==> src/rtl/frontend_redirect_ctrl.sv <==
// rtl/frontend_redirect_ctrl.sv - frontend flush/restart sequencer (optional perf counters: REDIRECT_PERF_EN)
module frontend_redirect_ctrl #(
    parameter int FSQ_WIDTH   = 4,
    parameter int VADDR_SIZE  = 39,
    parameter int HOLD_CYCLES = 2
) (
    input  logic                  clk,
    input  logic                  rst,
    input  logic                  be_valid,
    input  logic [FSQ_WIDTH:0]    be_fsq,
    input  logic [VADDR_SIZE-1:0] be_target,
    input  logic                  pd_valid,
    input  logic [FSQ_WIDTH:0]    pd_fsq,
    input  logic [VADDR_SIZE-1:0] pd_target,
    output logic                  pd_ready,
    input  logic                  ibuf_full,
    output logic                  flush,
    output logic [VADDR_SIZE-1:0] redirect_pc,
    output logic [FSQ_WIDTH:0]    redirect_fsq,
    output logic                  redirect_src,
    output logic                  fetch_stall,
    output logic [31:0]           perf_be_cnt,
    output logic [31:0]           perf_pd_cnt
);

    typedef enum logic [1:0] {
        IDLE  = 2'd0,
        FLUSH = 2'd1,
        HOLD  = 2'd2
    } state_t;

    localparam logic [3:0] HOLD_LOAD = 4'(HOLD_CYCLES);

    state_t                  r_state;
    state_t                  w_state_next;
    logic [3:0]              r_hold_cnt;
    logic [3:0]              w_hold_cnt_next;
    logic [VADDR_SIZE-1:0]   r_redirect_pc;
    logic [FSQ_WIDTH:0]      r_redirect_fsq;
    logic                    r_redirect_src;

    logic                    w_pd_accept;
    logic                    w_accept;
    logic [VADDR_SIZE-1:0]   w_sel_target;
    logic [FSQ_WIDTH:0]      w_sel_fsq;
    logic [FSQ_WIDTH:0]      w_fsq_inc;

    // Restart one entry past the redirecting stream; wrapping the index flips the direction bit.
    function automatic logic [FSQ_WIDTH:0] fsq_next(input logic [FSQ_WIDTH:0] f);
        logic [FSQ_WIDTH:0] r;
        if (f[FSQ_WIDTH-1:0] == {FSQ_WIDTH{1'b1}}) begin
            r = {~f[FSQ_WIDTH], {FSQ_WIDTH{1'b0}}};
        end else begin
            r = {f[FSQ_WIDTH], f[FSQ_WIDTH-1:0] + 1'b1};
        end
        return r;
    endfunction

    assign w_pd_accept  = pd_valid && (r_state == IDLE) && !ibuf_full && !be_valid;
    assign w_accept     = be_valid || w_pd_accept;
    assign w_sel_target = be_valid ? be_target : pd_target;
    assign w_sel_fsq    = be_valid ? be_fsq : pd_fsq;
    assign w_fsq_inc    = fsq_next(w_sel_fsq);

    always_comb begin
        w_state_next    = r_state;
        w_hold_cnt_next = r_hold_cnt;
        case (r_state)
            IDLE: begin
                if (w_accept) begin
                    w_state_next = FLUSH;
                end
            end
            FLUSH: begin
                w_hold_cnt_next = HOLD_LOAD;
                w_state_next    = be_valid ? FLUSH : HOLD;
            end
            HOLD: begin
                w_hold_cnt_next = r_hold_cnt - 4'd1;
                if (be_valid) begin
                    w_state_next = FLUSH;
                end else if (r_hold_cnt == 4'd1) begin
                    w_state_next = IDLE;
                end
            end
            default: begin
                w_state_next = IDLE;
            end
        endcase
    end

    always_ff @(posedge clk or posedge rst) begin
        if (rst) begin
            r_state    <= IDLE;
            r_hold_cnt <= 4'd0;
        end else begin
            r_state    <= w_state_next;
            r_hold_cnt <= w_hold_cnt_next;
        end
    end

    always_ff @(posedge clk or posedge rst) begin
        if (rst) begin
            r_redirect_pc  <= '0;
            r_redirect_fsq <= '0;
            r_redirect_src <= 1'b0;
        end else if (w_accept) begin
            r_redirect_pc  <= w_sel_target;
            r_redirect_fsq <= w_fsq_inc;
            r_redirect_src <= be_valid;
        end
    end

`ifdef REDIRECT_PERF_EN
    logic [31:0] r_perf_be_cnt;
    logic [31:0] r_perf_pd_cnt;

    always_ff @(posedge clk or posedge rst) begin
        if (rst) begin
            r_perf_be_cnt <= '0;
            r_perf_pd_cnt <= '0;
        end else begin
            if (be_valid) begin
                r_perf_be_cnt <= r_perf_be_cnt + 32'd1;
            end
            if (w_pd_accept) begin
                r_perf_pd_cnt <= r_perf_pd_cnt + 32'd1;
            end
        end
    end

    assign perf_be_cnt = r_perf_be_cnt;
    assign perf_pd_cnt = r_perf_pd_cnt;
`else
    assign perf_be_cnt = '0;
    assign perf_pd_cnt = '0;
`endif

    assign pd_ready     = w_pd_accept;
    assign flush        = (r_state == FLUSH);
    assign fetch_stall  = (r_state != IDLE);
    assign redirect_pc  = r_redirect_pc;
    assign redirect_fsq = r_redirect_fsq;
    assign redirect_src = r_redirect_src;

endmodule

==> config.mk <==
export PLATFORM = sky130hd
export DESIGN_NAME = frontend_redirect_ctrl
export DESIGN_NICKNAME = d
export VERILOG_FILES = /design/src/rtl/frontend_redirect_ctrl.sv
export SDC_FILE = /design/constraint.sdc
export NUM_CORES = 1
export LEC_CHECK = 0
export BUFFER_PORTS_ARGS = -buffer_cell sky130_fd_sc_hd__buf_2
export CAP_MARGIN = 0
export CORE_AREA = 2 2 85 87
export CTS_CLUSTER_DIAMETER = 30
export DETAILED_ROUTE_END_ITERATION = 8
export DIE_AREA = 0 0 87 89
export PLACE_DENSITY_LB_ADDON = 0.08
export SKIP_LAST_GASP = 1
export SLEW_MARGIN = 10
export SYNTH_ARGS = -nofsm -noshare
export SYNTH_HDL_FRONTEND = slang
export SYNTH_SLANG_ARGS = --single-unit
==> constraint.sdc <==
create_clock -name clk -period 3.25 [get_ports clk]
set_clock_uncertainty 0.15 [all_clocks]
set_input_delay 0.325 -clock clk [delete_from_list [all_inputs] [get_ports clk]]
set_output_delay 0.325 -clock clk [all_outputs]
set_load 0.02 [all_outputs]
==> flow_metrics.py, run 1 <==
metrics = {
    "status": {
        "status": "finished clean",
    },
    "setup_path": {
        "r2r_cells": 6,
        "r2r_start": "r_state[0]$_DFFE_PP0P_",
        "cp.arrival_ps": 1830,
        "critical_path_required_ps": 2770,
        "cpMaxStageDelayCell": "dfrtp_1",
        "critical_path.max_stage_delay_ps": 410,
        "r2r-end": "redirect_fsq[1]$_DFFE_PP0P_",
        "path_depth": 6,
        "startpoint_type": "register",
        "crit_family": "buffers and inverters",
        "crit_chain": "inv_1, ha_1, nand3b_1, buf_4, nor2_1, buf_2",
        "crit_buf_inv": 3,
        "r2r_slack_ps": 1000,
        "critPathMaxFanout": 30,
        "cp-end-kind": "primary output",
        "crit_type": "reg2out",
    },
    "timing": {
        "hold_viol_final": 0,
        "fin_crit_ps": 2310,
        "worst_slew_pin_slew_ps": 760,
        "tns_ps": 0,
        "rsz0062_at_grt": "no",
        "final_max_slew_viol_count": 0,
        "max-slew-margin-rel": 0.493,
        "setup_violations": 0,
        "finalCritPeriodShare": 0.710,
        "max_freq_mhz": 434,
    },
    "drt": {
        "vias_per_cell": 4.55,
        "wirelength_um": 6880,
        "drt-initial-drc-count": 90,
        "vias": 2433,
        "drc": 0,
        "dr.pass1.iters": 5,
        "wl_per_cell_um": 12.9,
        "postRouteAntennaNets": 0,
    },
    "min_path": {
        "holdCritStartpoint": "be_target[31]",
        "holdPathEnd": "redirect_pc[31]$_DFFE_PP0P_",
        "min_path_cells": 3,
        "hold_path_class": "in2reg",
    },
    "grt": {
        "antenna_found_initial": 0,
        "grt_usage": 0.168,
        "grt_pass1_vias": 2143,
        "overflow": 0,
        "grt_pass1_wl_um": 10200,
        "grt_max_degree": 91,
    },
    "layout": {
        "register_area_um2": 1280,
        "drive_gt1_frac": 0.347,
        "finalNonFillerCells": 535,
        "syn2layout_area_growth_pct": 20.0,
        "num_antenna_cells": 0,
        "fin_nets": 554,
        "fillers": 665,
        "multi_input_area_um2": 1410,
    },
    "flow_run": {
        "drv_cap": 0,
    },
    "yosys": {
        "synth_top_area_frac": 0.417,
        "syn_area_um2": 3060,
        "ys_seq_elements": 51,
        "synth_compound_area_frac": 0.105,
        "synthTopCellsByCount": "65 x buf_4, 51 x dfrtp_1, 44 x o21ai_0, 43 x nand2_1, 39 x mux2i_1",
        "synthCells": 318,
        "yosys.area_share.adder": 0.0286,
        "synth_flop_cell": "dfrtp_1",
        "synthTopCellsByArea": "dfrtp_1 42%, buf_4 16%, mux2i_1 13%, o21ai_0 7.2%, nand2_1 5.3%",
        "synth_xor_area_frac": 0.0172,
        "yosysWarnings": 0,
        "synth_area_per_cell_um2": 9.63,
        "synthDistinctLibCells": 35,
        "synth_top_family_by_area": "buffers and inverters",
        "synth_mux_area_frac": 0.138,
        "ys_seq_area_frac": 0.417,
        "yosys.area.top_type": "dfrtp_1",
        "yosysMostFrequentCell": "buf_4",
        "synth_edf_count": 0,
        "synthSimpleGateAreaFrac": 0.0919,
        "async_flop_share": 1.00,
    },
    "floorplanning": {
        "initial_core_util": 0.456,
        "design.portCount": 205,
        "die_x_um": 87,
        "dieArea_um2": 7740,
        "die_y_um": 89,
        "rows": 30,
        "core_um2": 6720,
    },
    "pwr": {
        "vdd_drop_max_mv": 0.429,
        "p_per_area_nw_per_um2": 564,
        "p_total_mw": 2.07,
        "leakage_nw": 2.17,
    },
    "clock_tree": {
        "clk_pin_slew_ps": 90,
        "cts_buffer_depth": 2,
        "numCtsBuffers": 5,
        "cts_tree": "yes",
        "cts-root-buf": "clkbuf_8",
        "htreeDepth": 2,
        "cts_sinks": 51,
        "cts_resized": 0,
        "clkLatencyLatePin_ps": 290,
    },
    "placement": {
        "placedCellCount": 526,
        "numPortBuffers": 140,
        "dp_hpwl_um": 5240,
        "place_congestion": 0.825,
    },
}
-- what timing repair did --
item / in CTS / in global routing
buffers inserted: 0 / 0
hold endpoints to repair: 27 / 0
hold buffers: 1 / 0
-- area by class of cell --
type | count | area share
multi-input combinational | 242 | 0.383
sequential | 51 | 0.347
timing repair buffer | 145 | 0.202
tap | 80 | 0.0272
clock buffer | 6 | 0.0225
clock inverter | 2 | 0.00953
inverter | 9 | 0.00919
-- routing by layer --
layer	vias to the layer above	routed length [um]	GRT usage
met3	2	634	0.0388
met4	0	16	0.0256
met5	-	0	0
met1	1094	3100	0.238
met2	131	3130	0.269
li1	1206	-	-
-- flip-flops by register name, indices dropped and copies added, names as in the netlist --
name,count
redirect_fsq,5
r_state,2
redirect_pc,39
r_hold_cnt,4
redirect_src,1
-- worst max-delay path by stage --
stage	from	to	slack (ps)
global placement	r_state[0]$_DFFE_PP0P_	redirect_fsq[1]$_DFFE_PP0P_	1080
finish	r_state[0]$_DFFE_PP0P_	pd_ready	940
detailed placement	r_state[0]$_DFFE_PP0P_	redirect_fsq[1]$_DFFE_PP0P_	990
CTS	r_state[0]$_DFFE_PP0P_	pd_ready	900
floorplan	be_valid	redirect_fsq[3]$_DFFE_PP0P_	1270
global route	r_state[0]$_DFFE_PP0P_	pd_ready	760
-- worst reg2reg max path, stage by stage, from the launching register on --
cell and delay, ps:
dfrtp_1 410, inv_1 90, ha_1 260, nand3b_1 120
buf_4 400, nor2b_2 360, mux2_2 360
-- cell families (layout without fill, tap and decap cells) --
family                   count (synthesis)  after routing
other                                    1             64
buffers and inverters                   88            162
AO/OA/AOI/OAI                           58             58
flip-flops                              51             51
adder cells (fa/ha/maj)                  7              7
XOR/XNOR                                 6              6
AND/OR/NAND/NOR                         65             65
multiplexers                            42             42
-- placed cells by master (no fill, tap or decap), types with 2 or more instances in the layout --
cell type	instances
nor3_1	2
a21o_1	2
nor2_1	6
clkbuf_8	6
xnor2_1	4
xor2_1	2
conb_1	64
mux2_2	3
nand2_1	43
a21oi_1	2
o21ai_0	44
ha_1	7
o31ai_1	2
dfrtp_1	51
buf_4	4
nand3_1	7
mux2i_1	39
buf_2	140
inv_1	8
-- where the power goes --
part	internal (mW)	leakage [nW]	switching [mW]
combinational	0.309	1.49	0.509
sequential	0.742	0.619	0.0643
clock	0.249	0.0612	0.200
-- stage by stage --
| stage | hold slack, ps | cell area (um2) | utilization | setup slack (ps) |
|---|---|---|---|---|
| finish | 81.4 | 3670 | 0.547 | 943 |
| global route | 76.5 | 3670 | 0.547 | 756 |
| CTS | 68.3 | 3670 | 0.547 | 900 |
| detailed placement | 311 | 3550 | 0.528 | 985 |
| global placement | 306 | 3550 | 0.528 | 1080 |
| floorplan | 296 | 3300 | - | 1270 |
(Power assumes the default switching activity.)
==> run 2: changes to the inputs <==
Settings changed: ABC_AREA set to 1, CORE_AREA 2 2 85 87 to 2 2 93 95, DIE_AREA 0 0 87 89 to 0 0 95 97.
Clock period 3.25 ns to 1.9 ns, I/O delays scaled along.
==> run 2 against run 1 <==
Sequential share of layout area is 4.6 points lower. Combinational power rose by 110%. Via count grew 20%. Cell count up 27%. Register-to-register slack worse by 820 ps. Critical path type unchanged. Flip-flop and latch count unchanged. First-iteration DRC count shrank 4.4%. Critical path depth down 1. Global-route usage rose by 0.41 points. Count of clock-buffer cells in the layout unchanged.
==> flow_metrics.py, run 2 <==
metrics = {
    "status": {
        "status": "finished clean",
    },
    "yosys": {
        "yosysWarnings": 0,
        "synthCells": 382,
        "synth_top_area_frac": 0.422,
        "synthTopCellsByArea": "dfrtp_1 42%, buf_4 16%, nand2_1 14%, a31oi_1 8.3%, nor2_1 5.3%",
        "syn_area_um2": 3030,
        "synthTopCellsByCount": "116 x nand2_1, 65 x buf_4, 51 x dfrtp_1, 43 x nor2_1, 40 x a31oi_1",
        "synth_area_per_cell_um2": 7.92,
        "yosys.area.top_type": "dfrtp_1",
        "async_flop_share": 1.00,
        "synth_edf_count": 0,
        "ys_seq_elements": 51,
        "ys_seq_area_frac": 0.422,
        "synthDistinctLibCells": 19,
        "synth_flop_cell": "dfrtp_1",
        "yosysMostFrequentCell": "nand2_1",
    },
    "timing": {
        "worst_slew_pin_slew_ps": 499,
        "setup_violations": 0,
        "hold_viol_final": 0,
        "final_max_slew_viol_count": 0,
        "whs_ps": 7.40,
        "finalCritPeriodShare": 0.943,
        "fin_crit_ps": 1790,
        "max-slew-margin-rel": 0.667,
        "max_freq_mhz": 558,
        "worst_slack_ps": 108,
        "tns_ps": 0,
    },
    "drt": {
        "postRouteAntennaNets": 0,
        "dr.pass1.iters": 4,
        "drt-initial-drc-count": 86,
        "wirelength_um": 7990,
        "wl_per_cell_um": 11.8,
        "vias_per_cell": 4.30,
        "drc": 0,
        "vias": 2917,
    },
    "placement": {
        "place_ws_ps": 37.8,
        "placed_cell_area_um2": 3590,
        "numPortBuffers": 140,
        "place_congestion": 0.748,
        "dp_hpwl_um": 5820,
    },
    "floorplanning": {
        "design.portCount": 205,
        "dieArea_um2": 9220,
        "die_y_um": 97,
        "initial_core_util": 0.372,
        "rows": 33,
        "core_um2": 8130,
        "die_x_um": 95,
    },
    "grt": {
        "grt_max_degree": 41,
        "grt_usage": 0.172,
        "antenna_found_initial": 0,
        "grt_pass1_wl_um": 12700,
        "grt_pass1_vias": 2700,
        "overflow": 0,
    },
    "min_path": {
        "hold_path_class": "in2reg",
    },
    "setup_path": {
        "crit_family": "flip-flops",
        "critical_path_required_ps": 1560,
        "critical_path.max_stage_delay_ps": 410,
        "cp.arrival_ps": 1450,
        "crit_chain": "inv_1, ha_2, nand3b_1, nor2_1, buf_4",
        "cp-end-kind": "primary output",
        "crit_buf_inv": 2,
        "critPathMaxFanout": 3,
        "crit_type": "reg2out",
        "startpoint_type": "register",
        "cpMaxStageDelayCell": "dfrtp_1",
    },
    "pwr": {
        "vdd_drop_max_mv": 0.434,
        "leakage_nw": 2.26,
        "p_per_area_nw_per_um2": 914,
    },
    "flow_run": {
        "drv_cap": 0,
    },
    "layout": {
        "fin_nets": 673,
        "finalInstanceArea_um2": 4230,
        "fillers": 802,
        "syn2layout_area_growth_pct": 39.8,
        "drive_gt1_frac": 0.293,
        "mostFrequentLayoutCells": "139 x buf_2, 116 x nand2_1, 64 x conb_1, 51 x dfrtp_1, 48 x dlygate4sd3_1",
        "final_common_cell": "buf_2",
        "num_antenna_cells": 0,
        "largest_register_ffs": 39,
    },
    "clock_tree": {
        "clkLatencyLatePin_ps": 290,
        "htreeDepth": 2,
        "cts_buffer_depth": 2,
        "cts_sinks": 51,
        "cts_tree": "yes",
        "clk_pin_slew_ps": 90,
        "numCtsBuffers": 5,
        "cts-root-buf": "clkbuf_8",
    },
}
-- run 2: worst paths after layout --
kind / from / endpoint / slack (ps) / cells past startpoint
worst max register to register: r_state[0]$_DFFE_PP0P_ / redirect_pc[35]$_DFFE_PP0P_ / 180 / 7
max in group asynchronous: rst / redirect_pc[19]$_DFFE_PP0P_ / 660 / 4
worst min register to register: redirect_fsq[1]$_DFFE_PP0P_ / redirect_fsq[1]$_DFFE_PP0P_ / 340 / 2
min in group asynchronous: rst / redirect_pc[21]$_DFFE_PP0P_ / 310 / 3
worst min-delay path: be_target[17] / redirect_pc[17]$_DFFE_PP0P_ / 7 / 3
worst max-delay path: r_state[0]$_DFFE_PP0P_ / pd_ready / 110 / 5
-- run 2: layout make-up --
type,count,area (um2),share of cell area
multi-input cells,295,1320,0.312
repair buffers,204,1340,0.317
clock inverters,1,30.0,0.00710
well taps,105,131,0.0311
flip-flops and latches,51,1280,0.302
inverters,16,60.1,0.0142
clock buffers,6,72.6,0.0172
-- run 2: tightest hold or removal path: stages --
cell	delay (ps)
buf_2	100
nand2_1	50
a31oi_1	80
-- run 2: power breakdown --
part           switching, mW  leakage, nW  internal, mW
sequential             0.132        0.590          1.33
clock                  0.333       0.0513         0.386
combinational           1.04         1.61         0.643
total                   1.50         2.26          2.36
-- run 2: stage by stage --
step	power (mW)	std cells	utilization
5_1_grt	4.19	678	0.520
2_1_floorplan	2.62	445	-
3_3_place_gp	2.99	617	0.442
4_1_cts	3.82	670	0.511
6_report	3.86	678	0.520
3_5_place_dp	3.01	617	0.442
-- run 2: metal layers --
layer / GRT usage / up-vias / share of wire / wire length (um)
li1: - / 1473 / - / -
met1: 0.233 / 1300 / 0.43 / 3470
met2: 0.277 / 138 / 0.48 / 3820
met3: 0.0366 / 6 / 0.075 / 601
met4: 0.0446 / 0 / 0.012 / 93
met5: 0 / - / 0 / 0
-- run 2: cell families after synthesis --
group,Yosys count,share of synthesized area
AO/OA/AOI/OAI,52,0.103
adder cells (fa/ha/maj),7,0.0289
buffers and inverters,99,0.223
flip-flops,51,0.422
other,1,0.00124
AND/OR/NAND/NOR,172,0.222
-- run 2: timing repair --
action,CTS,global route
buffers inserted,0,6
hold endpoints to repair,47,2
endpoints found under the setup margin,0,35
gates resized for setup,0,4
hold buffers,46,2
==> run 3: changes to the inputs <==
Settings changed: CTS_CLUSTER_DIAMETER 30 to 40.
Clock period 1.9 ns to 1.6 ns, I/O delays scaled along.
==> run 3 against run 2 <==
The flow now finishes with violations (setup timing). First-iteration DRC count is 63% higher. Setup slack got worse by 210 ps. Sequential share of layout area fell by 5.8 points. Hold slack gained 21 ps. Power is 38% higher. Critical path depth grew 3. Combinational power grew 61%. Core utilization rose by 12 points. Largest power group unchanged. Highest routed layer unchanged.
==> flow_metrics.py, run 3 (same netlist as run 2, synthesis figures left out) <==
metrics = {
    "floorplanning": {
        "dieArea_um2": 9220,
        "initial_core_util": 0.372,
        "rows": 33,
        "die_x_um": 95,
        "design.portCount": 205,
        "core_um2": 8130,
        "die_y_um": 97,
    },
    "clock_tree": {
        "numCtsBuffers": 5,
        "cts-root-buf": "clkbuf_8",
        "htreeDepth": 2,
        "cts_buffer_depth": 2,
        "clkLatencyLatePin_ps": 300,
        "cts_sinks": 51,
        "cts_tree": "yes",
        "clk_pin_slew_ps": 100,
    },
    "grt": {
        "grt_pass1_vias": 2853,
        "grt_pass1_wl_um": 13400,
        "antenna_found_initial": 0,
        "overflow": 0,
        "grt_usage": 0.183,
        "grt_max_degree": 27,
    },
    "layout": {
        "num_antenna_cells": 0,
        "finalInstanceArea_um2": 5240,
        "final_common_cell": "buf_2",
        "syn2layout_area_growth_pct": 73.0,
        "fillers": 677,
        "mostFrequentLayoutCells": "138 x buf_2, 114 x nand2_1, 79 x dlygate4sd3_1, 64 x conb_1, 51 x dfrtp_1",
        "largest_register_ffs": 39,
        "drive_gt1_frac": 0.368,
        "fin_nets": 717,
        "finalNonFillerCells": 722,
    },
    "placement": {
        "placedCellCount": 623,
        "dp_hpwl_um": 5790,
        "place_ws_ps": -10.6,
        "numPortBuffers": 140,
        "placed_cell_area_um2": 3620,
        "place_congestion": 0.741,
    },
    "setup_path": {
        "critical_path_required_ps": 1630,
        "critPathMaxFanout": 8,
        "crit_type": "reg2reg",
        "critical_path.max_stage_delay_ps": 400,
        "cp-end-kind": "register",
        "crit_chain": "inv_2, ha_4, nand3b_1, buf_6, nand2_8, buf_8, clkbuf_16, a31oi_4",
        "cp.arrival_ps": 1740,
        "cpMaxStageDelayCell": "dfrtp_1",
        "startpoint_type": "register",
    },
    "pwr": {
        "total_switching_power_mw": 2.15,
        "leakage_nw": 2.57,
        "p_int_mw": 3.20,
        "netSwitchingFraction": 0.401,
        "p_total_mw": 5.35,
        "p_per_area_nw_per_um2": 1020,
        "clkPwrFrac": 0.165,
        "combPwrFrac": 0.504,
        "vdd_drop_max_mv": 0.544,
        "p_seq_frac": 0.331,
    },
    "timing": {
        "finalCritPeriodShare": 1.06,
        "final_max_slew_viol_count": 0,
        "fin_crit_ps": 1700,
        "tns_ps": -1360,
        "hold_viol_final": 0,
        "setup_violations": 25,
        "worst_slack_ps": -103,
        "rsz0062_at_grt": "yes",
        "max_freq_mhz": 587,
    },
    "drt": {
        "dr.pass1.iters": 4,
        "drt-initial-drc-count": 140,
        "drc": 0,
        "vias_per_cell": 4.56,
        "vias": 3292,
        "wl_per_cell_um": 14.2,
        "postRouteAntennaNets": 0,
        "wirelength_um": 10200,
    },
    "status": {
        "status": "finished with violations",
        "violations": "setup timing",
    },
    "min_path": {
        "hold_path_class": "in2reg",
    },
    "flow_run": {
        "drv_cap": 0,
    },
}
## run 3: cell types whose count changed in the layout (fill, tap and decap cells not counted), moves of 3 or more
| cell | previous run | this run |
|---|---|---|
| a31oi_4 | 0 | 16 |
| nor2_2 | 0 | 8 |
| inv_2 | 2 | 5 |
| nor2_1 | 43 | 24 |
| dlygate4sd3_1 | 48 | 79 |
| o21ai_0 | 6 | 3 |
| a31oi_1 | 40 | 22 |
| inv_1 | 14 | 11 |
| clkbuf_16 | 0 | 5 |
| nor2_4 | 0 | 11 |
| buf_6 | 0 | 4 |
## run 3: layout make-up
class	instances	area [um2]	share of cell area
Inverter	16	60.1	0.0115
Multi-Input combinational cell	296	1750	0.333
Sequential cell	51	1280	0.244
Clock inverter	1	30.0	0.00574
Timing Repair Buffer	247	1920	0.367
Clock buffer	6	72.6	0.0139
Tap cell	105	131	0.0251
## run 3: final timing paths
| check | start | slack (ps) | depth (start not counted) | to |
|---|---|---|---|---|
| setup / recovery | r_state[0]$_DFFE_PP0P_ | -100 | 8 | redirect_pc[10]$_DFFE_PP0P_ |
| hold / removal | pd_fsq[0] | 30 | 4 | redirect_fsq[0]$_DFFE_PP0P_ |
| setup reg to reg | r_state[0]$_DFFE_PP0P_ | -100 | 8 | redirect_pc[10]$_DFFE_PP0P_ |
| hold reg to reg | redirect_fsq[4]$_DFFE_PP0P_ | 340 | 2 | redirect_fsq[4]$_DFFE_PP0P_ |
| max in group asynchronous | rst | 460 | 4 | redirect_pc[34]$_DFFE_PP0P_ |
| min in group asynchronous | rst | 210 | 3 | redirect_src$_DFFE_PP0P_ |
## run 3: worst max-delay path, delay by kind of cell (launching register included)
family | cells | cell delay (ps)
simple gates | 2 | 230
fa+ha+maj | 1 | 130
compound gates | 1 | 90
flops | 1 | 400
buf+inv | 4 | 580
## run 3: timing repair
| action | 4_1_cts | 5_1_grt |
|---|---|---|
| gates cloned | 2 | 7 |
| resized for setup | 10 | 80 |
| endpoints found under the hold margin | 68 | 0 |
| pin swaps | 1 | 7 |
| buffers inserted | 2 | 2 |
| hold buffers | 79 | 0 |
| setup endpoints to repair | 17 | 48 |
## run 3: metal layers
layer,vias to the layer above,track usage,share of wire
li1,1572,-,-
met1,1570,0.242,0.43
met2,142,0.314,0.51
met3,8,0.0327,0.056
met4,0,0.0334,0.0084
met5,-,0,0
## run 3: stage by stage
step	utilization	hold WS [ps]
2_1_floorplan	-	165
3_3_place_gp	0.446	5.01
3_5_place_dp	0.446	0.254
4_1_cts	0.569	44.2
5_1_grt	0.644	36.4
6_report	0.644	28.6
## run 3: power by group through the flow
stage	Sequential (mW)	Clock (mW)	Combinational, mW
after global routing	1.81	0.956	2.93
after CTS	1.73	0.910	2.18
after global placement	1.75	0	1.87
final	1.77	0.884	2.70
after detailed placement	1.76	0	1.88
after floorplan	2.04	0	1.07
